[config.mk]
export PLATFORM = sky130hd
export DESIGN_NAME = sync_pulse_bank
export DESIGN_NICKNAME = d
export VERILOG_FILES = /design/src/rtl/sync_pulse_bank.sv
export SDC_FILE = /design/constraint.sdc
export NUM_CORES = 1
export LEC_CHECK = 0
export ABC_AREA = 1
export CAP_MARGIN = 0
export CORE_MARGIN = 5
export CORE_UTILIZATION = 35
export CTS_CLUSTER_DIAMETER = 150
export DETAILED_ROUTE_END_ITERATION = 16
export SYNTH_ARGS = -nofsm -noshare
export SYNTH_HDL_FRONTEND = slang
export SYNTH_SLANG_ARGS = --single-unit
[constraint.sdc]
create_clock -name clk -period 1.7 [get_ports clk]
set_clock_uncertainty 0.2 [all_clocks]
set_input_delay 0.17 -clock clk [delete_from_list [all_inputs] [get_ports clk]]
set_output_delay 0.17 -clock clk [all_outputs]
set_load 0.03 [all_outputs]
[src/rtl/sync_pulse_bank.sv]
// sync_pulse_bank: synchronises per-channel event levels from foreign clock domains,
// regenerates one-cycle pulses and keeps saturating per-channel pending-event counts.
//   clk       sole clock, rising edge
//   reset     synchronous, active-high
//   in_tog    asynchronous event levels, one per channel
//   ack       pop one pending event per channel
//   ovfl_clr  clears all sticky overflow bits
//   ready     priming complete, events counted only while high
//   out_pulse one-cycle pulse per detected event
//   pend      channel count is non-zero
//   ovfl      sticky overflow per channel
//   cnt       pending counts, channel i at [i*CNTW +: CNTW]
module sync_pulse_bank #(
    parameter int NCH   = 4,
    parameter int NSYNC = 2,
    parameter int CNTW  = 4,
    parameter int MODE  = 0
) (
    input  logic                clk,
    input  logic                reset,
    input  logic [NCH-1:0]      in_tog,
    input  logic [NCH-1:0]      ack,
    input  logic                ovfl_clr,
    output logic                ready,
    output logic [NCH-1:0]      out_pulse,
    output logic [NCH-1:0]      pend,
    output logic [NCH-1:0]      ovfl,
    output logic [NCH*CNTW-1:0] cnt
);
    localparam int IW = $clog2(NSYNC + 1);
    typedef enum logic {INIT, RUN} state_t;
    state_t state, state_nx;
    logic [IW-1:0] init_cnt, init_cnt_nx;
    always_ff @(posedge clk) begin
        if (reset) begin
            state    <= INIT;
            init_cnt <= '0;
        end else begin
            state    <= state_nx;
            init_cnt <= init_cnt_nx;
        end
    end
    // Priming: NSYNC+1 cycles let the chain and prev absorb the present input level.
    always_comb begin
        state_nx    = state;
        init_cnt_nx = init_cnt;
        if (state == INIT) begin
            if (init_cnt == IW'(NSYNC)) state_nx = RUN;
            else init_cnt_nx = init_cnt + 1'b1;
        end
    end
    assign ready = state == RUN;
    for (genvar i = 0; i < NCH; i++) begin : g_ch
        logic [NSYNC-1:0] s;
        logic             prev, evt, inc, dec, full, p, o;
        logic [CNTW-1:0]  c;
        assign evt  = (MODE == 0) ? s[NSYNC-1] ^ prev : s[NSYNC-1] & ~prev;
        assign inc  = evt & ready;
        assign dec  = ack[i] & (|c);
        assign full = &c;
        always_ff @(posedge clk) begin
            if (reset) begin
                s    <= '0;
                prev <= 1'b0;
                p    <= 1'b0;
                o    <= 1'b0;
                c    <= '0;
            end else begin
                s    <= {s[NSYNC-2:0], in_tog[i]};
                prev <= s[NSYNC-1];
                p    <= inc;
                c    <= (inc & ~dec & ~full) ? c + 1'b1 : (~inc & dec) ? c - 1'b1 : c;
                // a new overflow beats a simultaneous clear
                o    <= (inc & ~dec & full) | (o & ~ovfl_clr);
            end
        end
        assign out_pulse[i]          = p;
        assign ovfl[i]               = o;
        assign pend[i]               = |c;
        assign cnt[i*CNTW +: CNTW]   = c;
    end
endmodule

==> results of run 1 <==
power breakdown:
group | switching, W | internal [W]
logic | 0.00170 | 0.00133
registers | 0.000246 | 0.00118
clock network | 0.000322 | 0.000282
registers in the layout, summed over array words and instances (netlist names):
signal,count
g_ch.o,4
g_ch.s,8
g_ch.p,4
init_cnt,2
ready,1
g_ch.c,16
g_ch.prev,4
routing by layer:
metal / vias up / track usage (%) / wire length (um)
li1: 979 / - / -
met1: 860 / 15.8 / 2110
met2: 38 / 22.2 / 2340
met3: 7 / 3.90 / 240
met4: 0 / 4.96 / 75
met5: - / 0 / 0
layout make-up:
class                           count  area (sq um)
Timing Repair Buffer               86           747
Inverter                           35           131
Fill cell                         548          2570
Sequential cell                    39           838
Clock inverter                      2          8.76
Clock buffer                        6          72.6
Tap cell                           75          93.8
Multi-Input combinational cell    179          1350
logic make-up (layout without fill, tap and decap cells):
group | count (synthesis) | after routing | share of synthesized area [%]
AOI/OAI and AO/OA | 28 | 28 | 6.92
xor gates and xnor gates | 4 | 4 | 1.70
adders and majority gates | 13 | 13 | 9.34
buffers and inverters | 47 | 129 | 10.6
DFF | 39 | 39 | 37.9
and+or+nand+nor | 134 | 134 | 33.6
timing repair:
| item | 4_1_cts | 5_1_grt |
|---|---|---|
| setup endpoints to repair | 30 | 20 |
| setup buffers | 6 | 8 |
| pin swaps | 17 | 28 |
| resized for setup | 35 | 25 |
path summary, 6_finish.rpt:
kind | cells after the start | slack (ns) | endpoint
worst max-delay path | 11 | -0.17 | g_ch[1].c[3]$_SDFFE_PP0P_
worst min-delay path | 2 | 0.18 | g_ch[3].s[1]$_SDFF_PP0_
worst max register to register | 11 | -0.17 | g_ch[1].c[3]$_SDFFE_PP0P_
worst min register to register | 2 | 0.18 | g_ch[3].s[1]$_SDFF_PP0_
stage by stage:
stage / instances / setup WS, ns
floorplan: 265 / -0.189
global placement: 400 / -0.248
detailed placement: 400 / -0.282
CTS: 414 / -0.157
global route: 422 / -0.269
finish: 422 / -0.169
placed cells by master (no fill, tap or decap), drive strengths merged:
cell type      Yosys  routed
inv               35      35
clkbuf             2      10
nand3b             4       4
clkinv             0       2
dlymetal6s2s       0       4
xor2               4       4
o21ai             13      13
o21a               1       1
a21oi             14      14
ha                 9       9
dlygate4sd2        0      18
clkdlybuf4s50      0      13
buf               10      47
dfxtp             39      39
nand4              4       4
nand2             48      48
nor2              62      62
nand3             16      16
fa                 4       4
worst reg2reg max path: stages, from the launching register on:
cell	delay (ns)
dfxtp_4	0.43
nand2_4	0.06
nor2_4	0.13
nand3_4	0.12
buf_6	0.14
ha_4	0.21
a21oi_2	0.13
inv_1	0.07
nand2_2	0.09
nand3_2	0.09
nand2_2	0.07
nor2_2	0.04
==> metrics.yaml, run 1 <==
logic_synthesis:
  yosysTopAreaCellShare_pct: 37.9
  synth_area_leaders: "dfxtp_1 (38%), nor2_1 (10%), nand2_1 (5.8%), ha_1 (5.5%), inv_1 (5.5%)"
  synth_top_flop_cell: "dfxtp_1"
  avgSynthCellArea_sq_um: 7.78
  synth_edf_count: 0
  synth_common_cells: "nor2_1 (57), dfxtp_1 (39), nand2_1 (32)"
  async_reset_ff_share_pct: 0
  yosys_register_bits: 39
  synth_cells: 265
  netlist_area_sq_um: 2060
  synth_fp_nets: 289
  synth.distinct_cells: 24
  synth_top_cell_by_area: "dfxtp_1"
  yosysWarnings: 0
  yosysSeqAreaShare_pct: 37.9
  synthMostInstantiatedCell: "nor2_1"
detailed_routing:
  via_per_inst: 4.46
  dr.first_iter.drc_count: 74
  postRouteAntennaNets: 0
  avgRoutedWirePerCell_um: 11.3
  drt-total-wl_um: 4770
  dr_total_vias: 1884
  drc: 0
  drt-pass1-iter-count: 4
cts:
  clkTransAtPathRegs_ns: 0.08
  clkSinkCount: 39
  cts_hold_buf: 0
  cts_max_path_buffers: 2
  root_buffer: "clkbuf_8"
  h-tree-depth: 2
  clock_latency_ns: 0.29
  cts_tree: "built"
  numCtsBuffers: 5
setup_path:
  path_delay_family: "simple AND/OR/NAND/NOR gates"
  crit_slowest_cell: "dfxtp_4"
  path_cells: "nand2_4 -> nor2_4 -> nand3_4 -> buf_6 -> ha_4 -> a21oi_2 -> inv_1 -> nand2_2 -> nand3_2 -> nand2_2 -> nor2_2"
  end_kind: "flip-flop"
  crit_type: "flip-flop to flip-flop"
  timing.critical_path.mode_cell: "nand2_2"
  worstSetupStartpointType: "flip-flop"
  startpoint: "ready$_SDFF_PP0_"
  cpPeakStageDelay_ns: 0.43
  crit_fanout: 7
  reg2reg_from: "ready$_SDFF_PP0_"
  worstPathRequired_ns: 1.69
  arrival_ns: 1.86
  cp_num_buf_inv: 2
floorplanning:
  core_sq_um: 5820
  die_h_um: 86.8
  dieArea_sq_um: 7530
  die_w_um: 86.8
  initial_core_util_pct: 35.5
  io-pin-count: 40
  rows: 28
run:
  max_cap_viol_count: 0
timing:
  period_needed_ns: 1.87
  fin_crit_sh_pct: 110
  finalSetupTns_ns: -1.37
  grt_setup_unrepaired: "yes"
  hold_viol_final: 0
  worst_slack_ns: -0.169
  relSlewSlack_pct: 77.9
  fmax_mhz: 535
  drv_slew: 0
  worst-slew-pin-transition_ns: 0.330
  final-setup-viol-count: 12
  hold_slack_ns: 0.185
power:
  peakVddDrop_mv: 0.756
  p_total_w: 0.00506
  p_leak_nw: 1.51
  p_per_area_nw_per_um2: 1560
place:
  gp_congestion: 0.792
  placed_area_sq_um: 2950
  numPortBuffers: 39
  hpwl_um: 3550
status:
  outcome: "complete, but fails checks"
  violations: "negative setup slack"
layout:
  drive_gt1_share_pct: 42.9
  finalNetCount: 370
  postLayoutCoreUtil_pct: 55.8
  num_antenna_cells: 0
  synthToLayoutAreaGrowth_pct: 57.3
  final_cell_area_sq_um: 3240
global_route:
  antenna_found_initial: 0
  grt_pass1_wl_um: 7820
  track_usage_pct: 13.2
  grt_max_degree: 18
  overflow: 0
  grt_pass1_vias: 1809
hold_path:
  min_path_type: "flip-flop to flip-flop"
  hp-start: "g_ch[3].s[0]$_SDFF_PP0_"
(Power assumes the default switching activity.)
==> run 2, diff against run 1 <==
- TNS_END_PERCENT: unset -> 100
- clock period: 1.7 -> 1.5 ns (I/O delays scaled with it)
==> metrics.yaml, run 2 (synthesized netlist as in run 1, its figures left out) <==
layout:
  final_cell_mix: "buf_4 (51), nor2_1 (47), inv_1 (30), nand2_1 (20), dfxtp_1 (19)"
  postLayoutCoreUtil_pct: 55.6  # -0.13 points
  multi_input_area_sq_um: 1350  # -0.28%
  num-fill-cells: 576  # +5.1%
  largest_reg_flops: 16  # unchanged
  stdcell_count: 419  # -0.71%
  finalNetCount: 367  # -0.81%
  regMostFlops: "g_ch.c"
  top_regs: "g_ch.c (16), g_ch.s (8)"
  final-seq-area_sq_um: 838  # unchanged
  final_common_cell: "buf_4"
  synthToLayoutAreaGrowth_pct: 56.9
  num_antenna_cells: 0  # unchanged
  drive_gt1_share_pct: 47.1  # +4.2 points
  final_cell_area_sq_um: 3240  # -0.23%
cts:
  clock_latency_ns: 0.29  # about the same
  cts_tree: "built"
  cts_hold_buf: 0  # unchanged
  clkTransAtPathRegs_ns: 0.08  # about the same
  h-tree-depth: 2  # unchanged
  numCtsBuffers: 5  # unchanged
  clkSinkCount: 39  # unchanged
  cts_max_path_buffers: 2  # unchanged
  root_buffer: "clkbuf_8"
status:
  outcome: "complete, but fails checks"
  violations: "negative setup slack"
place:
  placed_area_sq_um: 2930  # -0.59%
  numPortBuffers: 39  # unchanged
  dp_cells: 402  # +0.50%
  hpwl_um: 3660  # +3.0%
  gp_congestion: 0.786  # -0.67%
global_route:
  track_usage_pct: 13.0  # -0.13 points
  grt_max_degree: 18  # unchanged
  antenna_found_initial: 0  # unchanged
  grt_pass1_vias: 1882  # +4.0%
  grt_pass1_wl_um: 7960  # +1.8%
  overflow: 0  # unchanged
setup_path:
  crit_slowest_cell: "dfxtp_1"
  rr_worst_depth: 11  # unchanged
  end_kind: "flip-flop"
  crit_type: "flip-flop to flip-flop"
  worstSetupStartpointType: "flip-flop"
  path_cells: "nand2_2 -> nand2_4 -> nor2_4 -> nand3_4 -> ha_1 -> a21oi_2 -> inv_1 -> nand2_2 -> nand3_1 -> nand2_1 -> nor2_1"
  worstPathRequired_ns: 1.48  # -0.21 ns
  timing.critical_path.mode_cell: "nand2_2"
  crit_fanout: 4  # -3
  reg2reg_from: "g_ch[0].s[1]$_SDFF_PP0_"
  r2r-end: "g_ch[0].c[3]$_SDFFE_PP0P_"
  path_delay_family: "simple AND/OR/NAND/NOR gates"
  r2r_setup_slack_ns: -0.36  # -0.19 ns
  cp_num_buf_inv: 1  # -1
  arrival_ns: 1.84  # -0.02 ns
  cpPeakStageDelay_ns: 0.34  # -0.09 ns
floorplanning:
  initial_core_util_pct: 35.5  # unchanged
  io-pin-count: 40  # unchanged
  core_sq_um: 5820  # unchanged
  rows: 28  # unchanged
  die_h_um: 86.8  # unchanged
  die_w_um: 86.8  # unchanged
  dieArea_sq_um: 7530  # unchanged
hold_path:
  hold_path_end: "g_ch[1].s[0]$_SDFF_PP0_"
  hold_depth: 3  # +1
  hp-start: "in_tog[1]"
  min_path_type: "primary input to flip-flop"
detailed_routing:
  drc: 0  # unchanged
  dr_total_vias: 1891  # +0.37%
  via_per_inst: 4.51  # +1.1%
  dr.first_iter.drc_count: 36  # -51%
  avgRoutedWirePerCell_um: 11.1  # -2.2%
  drt-pass1-iter-count: 4  # unchanged
  postRouteAntennaNets: 0  # unchanged
  drt-total-wl_um: 4630  # -2.9%
timing:
  grt_setup_unrepaired: "yes"
  worst-slew-pin-transition_ns: 0.313  # -0.0177 ns
  final-setup-viol-count: 13  # +1
  hold_slack_ns: 0.162  # -0.0225 ns
  fmax_mhz: 538  # +0.47%
  worst_slack_ns: -0.360  # -0.191 ns
  relSlewSlack_pct: 79.2  # +1.3 points
  fin_crit_sh_pct: 124  # +14 points
  period_needed_ns: 1.86  # -0.00874 ns
  hold_viol_final: 0  # unchanged
  drv_slew: 0  # unchanged
power:
  p_leak_nw: 1.44  # -4.5%
  p_per_area_nw_per_um2: 1860  # +19%
  peakVddDrop_mv: 0.840  # +11%
  p_total_w: 0.00602  # +19%
run:
  max_cap_viol_count: 0  # unchanged
-- run 2: changes by cell type in the layout (fill, tap and decap cells not counted), sizes merged --
cell	change
clkbuf	-2
clkdlybuf4s15	+4
clkdlybuf4s50	-3
buf	+10
clkinv	-2
inv	+1
dlymetal6s2s	-4
dlygate4sd2	-7
-- run 2: worst reg2reg max path: stages, from the launching register on --
cell	delay, ns
dfxtp_1	0.34
nand2_2	0.11
nand2_4	0.06
nor2_4	0.14
nand3_4	0.10
ha_1	0.33
a21oi_2	0.17
inv_1	0.07
nand2_2	0.07
nand3_1	0.07
nand2_1	0.06
nor2_1	0.04
-- run 2: what timing repair did --
action,CTS,global route
pin swaps,19,26
gates resized for setup,37,20
setup endpoints to repair,32,17
gates cloned,0,0
buffers inserted,7,2
-- run 2: where the power goes --
group	switching [W]	internal, W
Clock	0.000383	0.000480
Combinational	0.00193	0.00161
Sequential	0.000279	0.00133
-- run 2: worst max-delay path by stage --
stage	startpoint	endpoint	slack (ns)	cells after the start
CTS	ready$_SDFF_PP0_	g_ch[3].c[3]$_SDFFE_PP0P_	-0.38	12
detailed placement	ack[0]	g_ch[0].c[3]$_SDFFE_PP0P_	-0.48	12
global placement	ack[3]	g_ch[3].c[3]$_SDFFE_PP0P_	-0.43	10
finish	g_ch[0].s[1]$_SDFF_PP0_	g_ch[0].c[3]$_SDFFE_PP0P_	-0.36	11
global route	g_ch[0].s[1]$_SDFF_PP0_	g_ch[0].c[3]$_SDFFE_PP0P_	-0.49	13
floorplan	g_ch[3].c[1]$_SDFFE_PP0P_	g_ch[3].c[3]$_SDFFE_PP0P_	-0.39	13
-- run 2: stage by stage --
stage | TNS [ns] | setup slack [ns]
6_report | -3.46 | -0.360
2_1_floorplan | -3.62 | -0.389
3_3_place_gp | -4.01 | -0.428
3_5_place_dp | -4.37 | -0.480
5_1_grt | -4.90 | -0.490
4_1_cts | -3.60 | -0.376
-- run 2: area by class of cell --
| cell class | instances | area share, % |
|---|---|---|
| Clock buffer | 7 | 3.33 |
| Clock inverter | 1 | 0.271 |
| Inverter | 35 | 4.14 |
| Multi-Input combinational cell | 179 | 41.6 |
| Sequential cell | 39 | 25.9 |
| Tap cell | 75 | 2.90 |
| Timing Repair Buffer | 83 | 21.8 |
-- run 2: per-layer routing --
layer | share of wire, % | global-route usage [%] | wire, um | vias to the layer above
met4 | 1.1 | 4.25 | 49 | 0
met3 | 5.2 | 2.95 | 240 | 5
met1 | 43 | 15.1 | 1990 | 873
met2 | 51 | 23.6 | 2350 | 32
met5 | 0 | 0 | 0 | -
li1 | - | - | - | 981
